===== src/rtl/sokoban_stage_sequencer.sv =====
// -----------------------------------------------------------------------------
// sokoban_stage_sequencer
//
// Purpose: top-level game-flow controller. Owns the current stage index and
// walks the game through map load, play, a win hold-off, stage advance and
// the all-clear screen. Gates player input to the move engine and keeps a
// per-attempt move count for display.
//
// Optional feature macro: STAGE_SELECT_EN
//   Defined   -> adds i_sel_valid / i_sel_stage for direct stage selection
//                from IDLE, PLAY or DONE.
//   Undefined -> those ports are absent; stages advance only sequentially.
//
// Ports:
//   clk           in   system clock
//   rst           in   synchronous, active-high reset
//   i_sel_valid   in   (STAGE_SELECT_EN only) pulse; jump to i_sel_stage
//   i_sel_stage   in   (STAGE_SELECT_EN only) requested stage index
//   i_start       in   pulse; begin game from stage 0 (IDLE or DONE only)
//   i_restart     in   pulse; reload current stage (PLAY only)
//   i_win         in   level; all boxes on targets
//   i_move_valid  in   pulse; one accepted player move
//   i_tick        in   one-cycle frame/timebase strobe
//   i_load_done   in   map loader acknowledge
//   o_load_req    out  request map load of o_stage
//   o_play_en     out  player input enabled
//   o_stage       out  current stage index
//   o_moves       out  moves in current attempt (saturating)
//   o_stage_adv   out  one-cycle pulse on stage increment
//   o_all_clear   out  final stage cleared
//   o_state       out  debug view of the FSM state encoding
//
// Loader handshake: o_load_req rises on entry to LOAD and stays high until
// i_load_done is sampled high on a clock edge; that same edge drops
// o_load_req and enters PLAY. i_load_done outside LOAD is ignored.
// All outputs are registered.
// -----------------------------------------------------------------------------
module sokoban_stage_sequencer #(
  parameter int N_STAGES       = 2,
  parameter int STAGE_BITS     = 2,
  parameter int WIN_HOLD_TICKS = 60,
  parameter int HOLD_BITS      = 6,
  parameter int MOVE_BITS      = 10
) (
  input  logic                  clk,
  input  logic                  rst,
`ifdef STAGE_SELECT_EN
  input  logic                  i_sel_valid,
  input  logic [STAGE_BITS-1:0] i_sel_stage,
`endif
  input  logic                  i_start,
  input  logic                  i_restart,
  input  logic                  i_win,
  input  logic                  i_move_valid,
  input  logic                  i_tick,
  input  logic                  i_load_done,
  output logic                  o_load_req,
  output logic                  o_play_en,
  output logic [STAGE_BITS-1:0] o_stage,
  output logic [MOVE_BITS-1:0]  o_moves,
  output logic                  o_stage_adv,
  output logic                  o_all_clear,
  output logic [2:0]            o_state
);

  typedef enum logic [2:0] {
    S_IDLE     = 3'd0,
    S_LOAD     = 3'd1,
    S_PLAY     = 3'd2,
    S_WIN_HOLD = 3'd3,
    S_DONE     = 3'd4
  } state_t;

  localparam logic [STAGE_BITS-1:0] LAST_STAGE = STAGE_BITS'(N_STAGES - 1);
  localparam logic [HOLD_BITS-1:0]  HOLD_END   = HOLD_BITS'(WIN_HOLD_TICKS);

  state_t                r_state;
  logic [STAGE_BITS-1:0] r_stage;
  logic [MOVE_BITS-1:0]  r_moves;
  logic [HOLD_BITS-1:0]  r_hold;
  logic                  r_load_req;
  logic                  r_play_en;
  logic                  r_stage_adv;
  logic                  r_all_clear;

  logic                  w_sel_hit;
  logic [STAGE_BITS-1:0] w_sel_stage;
  logic [MOVE_BITS-1:0]  w_moves_inc;
  logic [HOLD_BITS-1:0]  w_hold_inc;
  logic                  w_hold_done;

  // An out-of-range selection is dropped entirely, so it never reaches the FSM.
`ifdef STAGE_SELECT_EN
  assign w_sel_hit   = i_sel_valid && (32'(i_sel_stage) < N_STAGES);
  assign w_sel_stage = i_sel_stage;
`else
  assign w_sel_hit   = 1'b0;
  assign w_sel_stage = '0;
`endif

  // Move counter sticks at all-ones instead of wrapping.
  assign w_moves_inc = (r_moves == '1) ? r_moves : r_moves + 1'b1;
  assign w_hold_inc  = r_hold + 1'b1;
  assign w_hold_done = (w_hold_inc == HOLD_END);

  always_ff @(posedge clk) begin
    if (rst) begin
      r_state     <= S_IDLE;
      r_stage     <= '0;
      r_moves     <= '0;
      r_hold      <= '0;
      r_load_req  <= 1'b0;
      r_play_en   <= 1'b0;
      r_stage_adv <= 1'b0;
      r_all_clear <= 1'b0;
    end else begin
      r_stage_adv <= 1'b0;
      case (r_state)
        // IDLE and DONE share entry rules; start wins over a same-cycle
        // selection so the "new game" button is never overridden.
        S_IDLE, S_DONE: begin
          if (i_start) begin
            r_state     <= S_LOAD;
            r_stage     <= '0;
            r_moves     <= '0;
            r_load_req  <= 1'b1;
            r_all_clear <= 1'b0;
          end else if (w_sel_hit) begin
            r_state     <= S_LOAD;
            r_stage     <= w_sel_stage;
            r_moves     <= '0;
            r_load_req  <= 1'b1;
            r_all_clear <= 1'b0;
          end
        end

        S_LOAD: begin
          if (i_load_done) begin
            r_load_req <= 1'b0;
            r_play_en  <= 1'b1;
            r_state    <= S_PLAY;
          end
        end

        // Priority: win > select > restart > move. A move arriving with win
        // still counts toward the finished attempt.
        S_PLAY: begin
          if (i_win) begin
            r_state   <= S_WIN_HOLD;
            r_play_en <= 1'b0;
            r_hold    <= '0;
            if (i_move_valid) begin
              r_moves <= w_moves_inc;
            end
          end else if (w_sel_hit) begin
            r_state    <= S_LOAD;
            r_stage    <= w_sel_stage;
            r_moves    <= '0;
            r_play_en  <= 1'b0;
            r_load_req <= 1'b1;
          end else if (i_restart) begin
            r_state    <= S_LOAD;
            r_moves    <= '0;
            r_play_en  <= 1'b0;
            r_load_req <= 1'b1;
          end else if (i_move_valid) begin
            r_moves <= w_moves_inc;
          end
        end

        // Committed once entered: only ticks matter here.
        S_WIN_HOLD: begin
          if (i_tick) begin
            r_hold <= w_hold_inc;
            if (w_hold_done) begin
              if (r_stage == LAST_STAGE) begin
                r_state     <= S_DONE;
                r_all_clear <= 1'b1;
              end else begin
                r_state     <= S_LOAD;
                r_stage     <= r_stage + 1'b1;
                r_stage_adv <= 1'b1;
                r_moves     <= '0;
                r_load_req  <= 1'b1;
              end
            end
          end
        end

        default: begin
          r_state <= S_IDLE;
        end
      endcase
    end
  end

  assign o_load_req  = r_load_req;
  assign o_play_en   = r_play_en;
  assign o_stage     = r_stage;
  assign o_moves     = r_moves;
  assign o_stage_adv = r_stage_adv;
  assign o_all_clear = r_all_clear;
  assign o_state     = r_state;

endmodule


===== config.mk =====
export PLATFORM = sky130hd
export DESIGN_NAME = sokoban_stage_sequencer
export DESIGN_NICKNAME = d
export VERILOG_FILES = /design/src/rtl/sokoban_stage_sequencer.sv
export SDC_FILE = /design/constraint.sdc
export NUM_CORES = 1
export LEC_CHECK = 0
export ABC_CLOCK_PERIOD_IN_PS = 3550
export BUFFER_PORTS_ARGS = -buffer_cell sky130_fd_sc_hd__buf_2
export CORE_UTILIZATION = 39
export CTS_BUF_LIST = sky130_fd_sc_hd__clkbuf_8
export CTS_CLUSTER_SIZE = 25
export DETAILED_ROUTE_END_ITERATION = 6
export GPL_ROUTABILITY_DRIVEN = 0
export SLEW_MARGIN = 0
export SYNTH_ARGS = -nofsm -noshare
export SYNTH_HDL_FRONTEND = slang
export SYNTH_SLANG_ARGS = --single-unit

===== constraint.sdc =====
create_clock -name clk -period 3.55 [get_ports clk]
set_clock_uncertainty 0.1 [all_clocks]
set_input_delay 0.5325 -clock clk [delete_from_list [all_inputs] [get_ports clk]]
set_output_delay 0.5325 -clock clk [all_outputs]
set_load 0.05 [all_outputs]

==> out/metrics.cfg, run 1 <==
[yosys]
synth_seq_cells = 25
syn_inst = 174
yosys.area_share.simple = 0.3043
yosysTopAreaCellShare = 0.3317
yosys_warnings = 0
seq_area_frac_synth = 0.3317
ys.flop_type = dfxtp_1
synth_xor_xnor_area_share = 0
netlist_area_um2 = 1509
synthesis.nets = 185
ys_async_sr_fraction = 0
synth_compound_area_frac = 0.2620
ys_types = 58
synth.avg_cell_area_um2 = 8.672
synthMuxAreaShare = 0.02156
synthAdderAreaFrac = 0.02488
synth_edf_count = 0
synthTopCellsByArea = dfxtp_1 33%, nor2_1 3.7%, a21oi_1 3.6%
yosysTopAreaCell = dfxtp_1
synth_top_family_by_area = simple AND/OR/NAND/NOR gates

[sta]
period_share = 0.6404
setup_tns_ns = 0
holdWs_ns = 0.4141
setup_viol = 0
period_needed_ns = 2.273
rsz0062_at_grt = no
fmax_mhz = 439.9
worst_slew_pin_slew_ns = 0.7792
hold_viol_final = 0
maxSlewHeadroom = 0.4805
slew_violations = 0
setup_ws_ns = 1.277

[pwr]
p_clk_frac = 0.252
leakage_nw = 0.5950
p_int_w = 0.0004182
power_frac_seq = 0.502
ir_worst_vdd_v = 0.0001556
combPwrFrac = 0.246
switching_share = 0.3404
p_switching_w = 0.0002158
p_per_area_nw_per_um2 = 379.3

[cts]
cts_tree = yes
cts.path.max_buffers = 2
postCtsSetupRepairBufs = 0
cts_resized = 0
ctsHoldBuffers = 0
numCtsBuffers = 3
h-tree-depth = 1
path_clk_slew_ns = 0.09
clockRootBuffer = clkbuf_8
cts_num_sinks = 25
clk_latency_ns = 0.26

[placement]
portBuffers = 26
dp_worst_setup_slack_ns = 1.271
hpwl_mm = 2.553

[grt]
grt_pass1_wl_mm = 5.706
grt_pass1_vias = 1321
grt_max_degree = 22
antenna_found_initial = 0
overflow = 0
track_usage = 0.1714

[hold_path]
hold_class = reg -> reg

[outcome]
outcome = completed

[critical_path]
cpPeakStageDelay_ns = 0.74
critPathKind = reg -> reg
cp.arrival_ns = 2.35
critPathMaxFanout = 19
crit_buf_inv = 0
path_delay_family = compound AO/OA/AOI/OAI gates
cp.required_ns = 3.63
cp-start-kind = flip-flop
rrSetupSlack_ns = 1.28
end_kind = flip-flop
crit_slowest_cell = dfxtp_1
crit_path_cell_trace = a21oi_2, a21oi_1, nor2_1, a311oi_1

[final_layout]
num-fill-cells = 388
nets = 206
final_cell_mix = 26 x buf_2, 25 x dfxtp_1, 15 x nor2_1
final_layout_size_suffix_gt1_frac = 0.2216
syn2layout_area_growth_pct = 10.78
layout_commonest_cell = buf_2
n_antenna_cell = 0

[detailed_routing]
met1_length_mm = 1.597
via_count = 1439
wl_met3_um = 132
ant_nets = 0
wl_per_cell_um = 14.15
route.detailed.drc = 0
wirelength_mm = 3.424
dr.pass1.iters = 4
top_layer_used = met4
first_iter_violations = 56
wl_met2_mm = 1.670
viasPerCell = 5.946

[floorplan]
die_h_um = 64.20
die_x_um = 64.20
rows = 22
floorplan.die_area_um2 = 4122
top_level_ports = 27
core_area_um2 = 3689
initial_core_util = 0.4091

[flow_run]
maxCapViolCount = 0

[area by class of cell]
| class | instances | area (um^2) | share of cell area |
|---|---|---|---|
| clock inverter | 1 | 3.754 | 0.002246 |
| sequential | 25 | 500.5 | 0.2994 |
| inverter | 3 | 11.26 | 0.006737 |
| tap | 48 | 60.06 | 0.03593 |
| clock buffer | 3 | 41.29 | 0.02470 |
| multi-input combinational | 136 | 924.6 | 0.5531 |
| timing repair buffer | 26 | 130.1 | 0.07784 |
[through the flow]
step,instance area [um^2],total power [W],std cells,utilization
2_1_floorplan,1509,0.0004611,174,-
4_1_cts,1672,0.0006413,242,0.4532
6_report,1672,0.0006341,242,0.4532
5_1_grt,1672,0.0006696,242,0.4532
3_5_place_dp,1627,0.0004808,238,0.4410
3_3_place_gp,1627,0.0004757,238,0.4410
[cell families after synthesis]
kind of cell               after synthesis
DFF                                     25
and+or+nand+nor                         76
muxes                                    3
buffers and inverters                   13
AOI/OAI and AO/OA                       54
adders and majority gates                3
[synthesized netlist by cell type, drive strengths merged (3+ instances only)]
cell / number
dfxtp: 25
nor2: 15
a21oi: 13
nand3: 10
nand2: 8
buf: 6
nor3: 6
a31oi: 5
o21ai: 5
o31ai: 5
or4: 5
clkbuf: 4
nor2b: 4
or3: 4
a211oi: 3
a41oi: 3
and3: 3
ha: 3
inv: 3
nand4b: 3
o41ai: 3
[power by group through the flow]
stage	Clock [W]	Sequential, W	Combinational (W)
2_1_floorplan	0	0.000344	0.000117
3_3_place_gp	0	0.000323	0.000153
3_5_place_dp	0	0.000324	0.000157
4_1_cts	0.000167	0.000318	0.000157
5_1_grt	0.000178	0.000321	0.000170
6_report	0.000160	0.000318	0.000156
[path summary, 6_finish.rpt]
path,start,endpoint,cells after the start
setup / recovery,o_state[0]$_SDFFE_PP0P_,o_moves[7]$_SDFFE_PP0P_,4
hold / removal,o_moves[6]$_SDFFE_PP0P_,o_moves[6]$_SDFFE_PP0P_,2
setup reg to reg,o_state[0]$_SDFFE_PP0P_,o_moves[7]$_SDFFE_PP0P_,4
hold reg to reg,o_moves[6]$_SDFFE_PP0P_,o_moves[6]$_SDFFE_PP0P_,2
[worst reg2reg max path, cell delays in order, from the launching register on]
cell	delay [ns]
dfxtp_1	0.74
a21oi_2	0.15
a21oi_1	0.67
nor2_1	0.22
a311oi_1	0.31
[layer usage]
| metal | up-vias | track usage |
|---|---|---|
| met2 | 23 | 0.2899 |
| met5 | - | 0 |
| met4 | 0 | 0.05556 |
| met1 | 693 | 0.2167 |
| met3 | 2 | 0.03393 |
| li1 | 721 | - |
[registers in the layout, indices dropped and copies added, names as in the netlist]
signal,cells
o_stage_adv,1
o_load_req,1
o_stage,2
r_hold,6
o_state,3
o_moves,10
o_all_clear,1
o_play_en,1
(Power assumes the default switching activity.)
==> inputs of run 2 (changes only) <==
--- a/config.mk
+++ b/config.mk
@@ -5,7 +5,7 @@
 export SDC_FILE = /design/constraint.sdc
 export NUM_CORES = 1
 export LEC_CHECK = 0
-export ABC_CLOCK_PERIOD_IN_PS = 3550
+export ABC_CLOCK_PERIOD_IN_PS = 2300
 export BUFFER_PORTS_ARGS = -buffer_cell sky130_fd_sc_hd__buf_2
 export CORE_UTILIZATION = 39
 export CTS_BUF_LIST = sky130_fd_sc_hd__clkbuf_8
==> constraint.sdc (replaced) <==
create_clock -name clk -period 2.3 [get_ports clk]
set_clock_uncertainty 0.1 [all_clocks]
set_input_delay 0.345 -clock clk [delete_from_list [all_inputs] [get_ports clk]]
set_output_delay 0.345 -clock clk [all_outputs]
set_load 0.05 [all_outputs]
==> run 2 against run 1 <==
Net effect: core utilization is 0.41 points higher; register-to-register slack worse by 0.93 ns; global-route usage is 1.4 points higher; critical path depth is 1 higher; sequential share of layout area is 0.27 points lower; largest power group unchanged; flip-flop and latch count stayed put; die area stayed put; fmax is 16% higher; sequential power is 52% higher; highest routed layer unchanged; via count is 1.7% higher.
==> out/metrics.cfg, run 2 (synthesis results as in run 1) <==
[placement]
portBuffers = 26
dp_worst_setup_slack_ns = 0.3320
hpwl_mm = 2.644

[sta]
maxSlewHeadroom = 0.5502
worst_slew_pin_slew_ns = 0.6676
setup_tns_ns = 0
period_needed_ns = 1.956
period_share = 0.8506
slew_violations = 0
rsz0062_at_grt = no
hold_viol_final = 0
setup_ws_ns = 0.3437
fmax_mhz = 511.2
setup_viol = 0

[grt]
grt_pass1_wl_mm = 6.092
grt_max_degree = 22
overflow = 0
antenna_found_initial = 0
track_usage = 0.1853
grt_pass1_vias = 1366

[detailed_routing]
wirelength_mm = 3.581
viasPerCell = 6.000
wl_per_cell_um = 14.68
first_iter_violations = 86
ant_nets = 0
route.detailed.drc = 0
dr.pass1.iters = 4
via_count = 1464

[cts]
ctsHoldBuffers = 0
clk_latency_ns = 0.27
path_clk_slew_ns = 0.09
cts_tree = yes
clockRootBuffer = clkbuf_8
cts_resized = 0
cts_num_sinks = 25
postCtsSetupRepairBufs = 0
h-tree-depth = 1
numCtsBuffers = 3
cts.path.max_buffers = 2

[floorplan]
die_h_um = 64.20
top_level_ports = 27
rows = 22
die_x_um = 64.20
floorplan.die_area_um2 = 4122
initial_core_util = 0.4091
core_area_um2 = 3689

[pwr]
leakage_nw = 0.6048
ir_worst_vdd_v = 0.0003319
p_per_area_nw_per_um2 = 596.4
total_power_w = 0.001006

[final_layout]
largest_register_ffs = 10
num-fill-cells = 383
nets = 208
final_cell_mix = 26 x buf_2, 25 x dfxtp_1, 15 x nor2_1
final_layout_size_suffix_gt1_frac = 0.2296
n_antenna_cell = 0
multiInputGateArea_um2 = 924.6
syn2layout_area_growth_pct = 11.77
layout_commonest_cell = buf_2
ff_latch_area_um2 = 500.5

[critical_path]
cp.required_ns = 2.36
crit_slowest_cell = o21ai_0
crit_path_cell_trace = ha_1, nand4b_1, o21ai_0, a31o_2, a21oi_1
critPathMaxFanout = 6
end_kind = flip-flop
critPathKind = reg -> reg
cp-start-kind = flip-flop
cpPeakStageDelay_ns = 0.57
cp.arrival_ns = 2.01

[outcome]
outcome = completed

[hold_path]
hold_class = in -> reg

[flow_run]
maxCapViolCount = 0

-- run 2: report_power, final --
group,total [W],internal [W],switching [W],leakage (nW)
clock,0.000256,0.000119,0.000137,0.0269
combinational,0.000266,0.0000878,0.000178,0.376
sequential,0.000484,0.000450,0.0000339,0.202
-- run 2: worst paths after layout --
path | start | endpoint | slack, ns | cells after the start
worst min register to register | r_hold[4]$_SDFFE_PP0P_ | r_hold[4]$_SDFFE_PP0P_ | 0.41 | 2
worst max register to register | r_hold[0]$_SDFFE_PP0P_ | o_moves[1]$_SDFFE_PP0P_ | 0.34 | 5
worst min-delay path | i_load_done | o_load_req$_SDFFE_PP0P_ | 0.37 | 3
worst max-delay path | r_hold[0]$_SDFFE_PP0P_ | o_moves[1]$_SDFFE_PP0P_ | 0.34 | 5
-- run 2: per-stage QoR --
stage | area (um^2) | util | hold WS (ns) | instances
after floorplan | 1509 | - | 0.3665 | 174
after global placement | 1642 | 0.4450 | 0.3846 | 240
after detailed placement | 1642 | 0.4450 | 0.4042 | 240
after CTS | 1687 | 0.4573 | 0.3546 | 244
after global routing | 1687 | 0.4573 | 0.3810 | 244
final | 1687 | 0.4573 | 0.3659 | 244
-- run 2: final cells by class --
class | count | share of cell area
multi-input combinational | 136 | 0.5482
sequential | 25 | 0.2967
timing repair buffer | 28 | 0.08605
tap | 48 | 0.03561
clock buffer | 3 | 0.02448
inverter | 3 | 0.006677
clock inverter | 1 | 0.002226
-- run 2: critical path: cells and delay by family, from the launching register on --
family	cells	cell delay, ns
adder cells (fa/ha/maj)	1	0.25
AO/OA/AOI/OAI	3	0.98
AND/OR/NAND/NOR	1	0.15
flip-flops	1	0.38
-- run 2: layer usage --
layer / share of wire / global-route usage / vias up
li1: - / - / 724
met1: 0.45 / 0.2244 / 707
met2: 0.49 / 0.3218 / 29
met3: 0.041 / 0.04286 / 4
met4: 0.011 / 0.05833 / 0
met5: 0 / 0 / -
==> inputs of run 3 (changes only) <==
--- a/config.mk
+++ b/config.mk
@@ -5,6 +5,7 @@
 export SDC_FILE = /design/constraint.sdc
 export NUM_CORES = 1
 export LEC_CHECK = 0
+export ABC_AREA = 1
 export ABC_CLOCK_PERIOD_IN_PS = 2300
 export BUFFER_PORTS_ARGS = -buffer_cell sky130_fd_sc_hd__buf_2
 export CORE_UTILIZATION = 39
==> run 3 against run 2 <==
Net effect: flip-flop and latch count is the same; critical path type unchanged; largest power group is now combinational logic; sequential share of layout area shrank 1.0 points; core utilization grew 0.93 points; fmax grew 13%; final cell count grew 27%; critical endpoint is now o_state[2]$_SDFFE_PP0P_; synthesized area grew 2.7%; via count grew 5.3%; global-route usage grew 0.58 points; die area grew 2.6%.
==> out/metrics.cfg, run 3 <==
[outcome]
outcome = completed

[yosys]
synth_most_common_cell = nand2_1
yosys_warnings = 0
yosysTopAreaCellShare = 0.3231
netlist_area_um2 = 1549
syn_inst = 238
ys_types = 31
synth_edf_count = 0
synthesis.nets = 249
synth_top_cells_by_count = 56 x nand2_1, 31 x inv_1, 25 x dfxtp_1
synth.avg_cell_area_um2 = 6.508
synth_seq_cells = 25
ys.flop_type = dfxtp_1
synthTopCellsByArea = dfxtp_1 32%, nand2_1 14%, nand3_1 7.8%
seq_area_frac_synth = 0.3231
ys_async_sr_fraction = 0
yosysTopAreaCell = dfxtp_1

[placement]
hpwl_mm = 2.698
dp_worst_setup_slack_ns = 0.5887
portBuffers = 26

[floorplan]
top_level_ports = 27
die_x_um = 65.02
rows = 22
floorplan.die_area_um2 = 4228
die_h_um = 65.02
core_area_um2 = 3744
initial_core_util = 0.4138

[cts]
cts_tree = yes
numCtsBuffers = 3
clk_latency_ns = 0.27
h-tree-depth = 1
cts_num_sinks = 25
cts.path.max_buffers = 2
ctsHoldBuffers = 0
postCtsSetupRepairBufs = 0
path_clk_slew_ns = 0.08
clockRootBuffer = clkbuf_8
cts_resized = 0

[sta]
slew_violations = 0
worst_slew_pin_slew_ns = 0.3850
maxSlewHeadroom = 0.7433
setup_viol = 0
setup_tns_ns = 0
hold_viol_final = 0
period_needed_ns = 1.727
rsz0062_at_grt = no
period_share = 0.7510
fmax_mhz = 578.9
setup_ws_ns = 0.5727

[grt]
grt_pass1_wl_mm = 6.272
grt_pass1_vias = 1381
grt_max_degree = 20
overflow = 0
antenna_found_initial = 0
track_usage = 0.1912

[detailed_routing]
route.detailed.drc = 0
viasPerCell = 4.955
wl_per_cell_um = 11.50
dr.pass1.iters = 4
first_iter_violations = 105
wirelength_mm = 3.578
via_count = 1541
ant_nets = 0

[critical_path]
cp.arrival_ns = 1.79
critPathCapture = o_state[2]$_SDFFE_PP0P_
path_depth = 8
end_kind = flip-flop
cp-start-kind = flip-flop
cp.required_ns = 2.37
crit_path_cell_trace = ha_1, nand3_1, nor2_1, nand3_2, nand2_4, nand3_1, a21oi_1, nor2_1
rr_worst_depth = 8
cpPeakStageDelay_ns = 0.40
crit_slowest_cell = dfxtp_1
path_delay_family = simple AND/OR/NAND/NOR gates
r2r-end = o_state[2]$_SDFFE_PP0P_
rrSetupSlack_ns = 0.57
critPathKind = reg -> reg
critPathMaxFanout = 12
r2r_start = r_hold[0]$_SDFFE_PP0P_
startpoint = r_hold[0]$_SDFFE_PP0P_
crit_buf_inv = 0

[final_layout]
layout_commonest_cell = nand2_1
nets = 275
largest_register_ffs = 10
n_antenna_cell = 0
final_cell_mix = 56 x nand2_1, 32 x inv_1, 26 x buf_2
syn2layout_area_growth_pct = 12.76
final_layout_size_suffix_gt1_frac = 0.1825

[pwr]
switching_share = 0.4910
p_switching_w = 0.0008094
total_power_w = 0.001648
power_frac_seq = 0.339
combPwrFrac = 0.501
ir_worst_vdd_v = 0.0003005
leakage_nw = 0.8120
p_clk_frac = 0.160
p_per_area_nw_per_um2 = 943.6
p_int_w = 0.0008389

[flow_run]
maxCapViolCount = 0

[hold_path]
hp-start = i_load_done
hold_class = in -> reg

[run 3: cell types whose count changed after synthesis, sizes merged, moves of 5 or more]
cell   delta
nand2    +52
inv      +34
nand3    +16
nor2     +12
a21oi     +9
nand4     +6
o21ai     +6
a31oi     -5
o31ai     -5
or4       -5
[run 3: metrics by stage]
stage | area (um^2) | util | hold WS (ns) | std cells
after floorplan | 1549 | - | 0.3538 | 238
after global placement | 1702 | 0.4545 | 0.3463 | 307
after detailed placement | 1702 | 0.4545 | 0.3544 | 307
after CTS | 1747 | 0.4666 | 0.2849 | 311
after global routing | 1747 | 0.4666 | 0.3521 | 311
final | 1747 | 0.4666 | 0.2858 | 311
[run 3: cells by family after synthesis]
group	share of synthesized area
AOI/OAI and AO/OA	0.1357
xor gates and xnor gates	0.01697
adders and majority gates	0.02424
buffers and inverters	0.1139
DFF	0.3231
and+or+nand+nor	0.3861
[run 3: worst reg2reg max path, cell delays in order (launching register included)]
cell	delay (ns)
dfxtp_1	0.40
ha_1	0.21
nand3_1	0.08
nor2_1	0.13
nand3_2	0.13
nand2_4	0.18
nand3_1	0.17
a21oi_1	0.18
nor2_1	0.05
[run 3: final cells by class]
type	instances	area, um^2
Clock inverter	1	3.754
Tap cell	48	60.06
Multi-Input combinational cell	171	872.1
Clock buffer	3	41.29
Timing Repair Buffer	26	130.1
Fill cell	419	1997
Inverter	37	138.9
Sequential cell	25	500.5
[run 3: worst min path at each step]
| stage | to | slack [ns] | cells past startpoint |
|---|---|---|---|
| 2_1_floorplan | r_hold[5]$_SDFFE_PP0P_ | 0.35 | 2 |
| 3_3_place_gp | o_all_clear$_SDFFE_PP0P_ | 0.35 | 1 |
| 3_5_place_dp | o_load_req$_SDFFE_PP0P_ | 0.35 | 2 |
| 4_1_cts | o_play_en$_SDFFE_PP0P_ | 0.28 | 3 |
| 5_1_grt | o_play_en$_SDFFE_PP0P_ | 0.35 | 3 |
| 6_report | o_play_en$_SDFFE_PP0P_ | 0.29 | 3 |
[run 3: metal layers]
metal  share of wire  track usage
met1            0.52       0.2556
met2            0.42       0.3008
met3           0.039      0.03345
met4           0.020      0.07880
met5               0            0
[run 3: power groups by stage]
stage               combinational [W]  clock (W)  sequential (W)
floorplan                    0.000462          0        0.000769
global placement             0.000827          0        0.000568
detailed placement           0.000824          0        0.000569
CTS                          0.000826   0.000272        0.000559
global route                 0.000928   0.000293        0.000569
finish                       0.000826   0.000264        0.000559
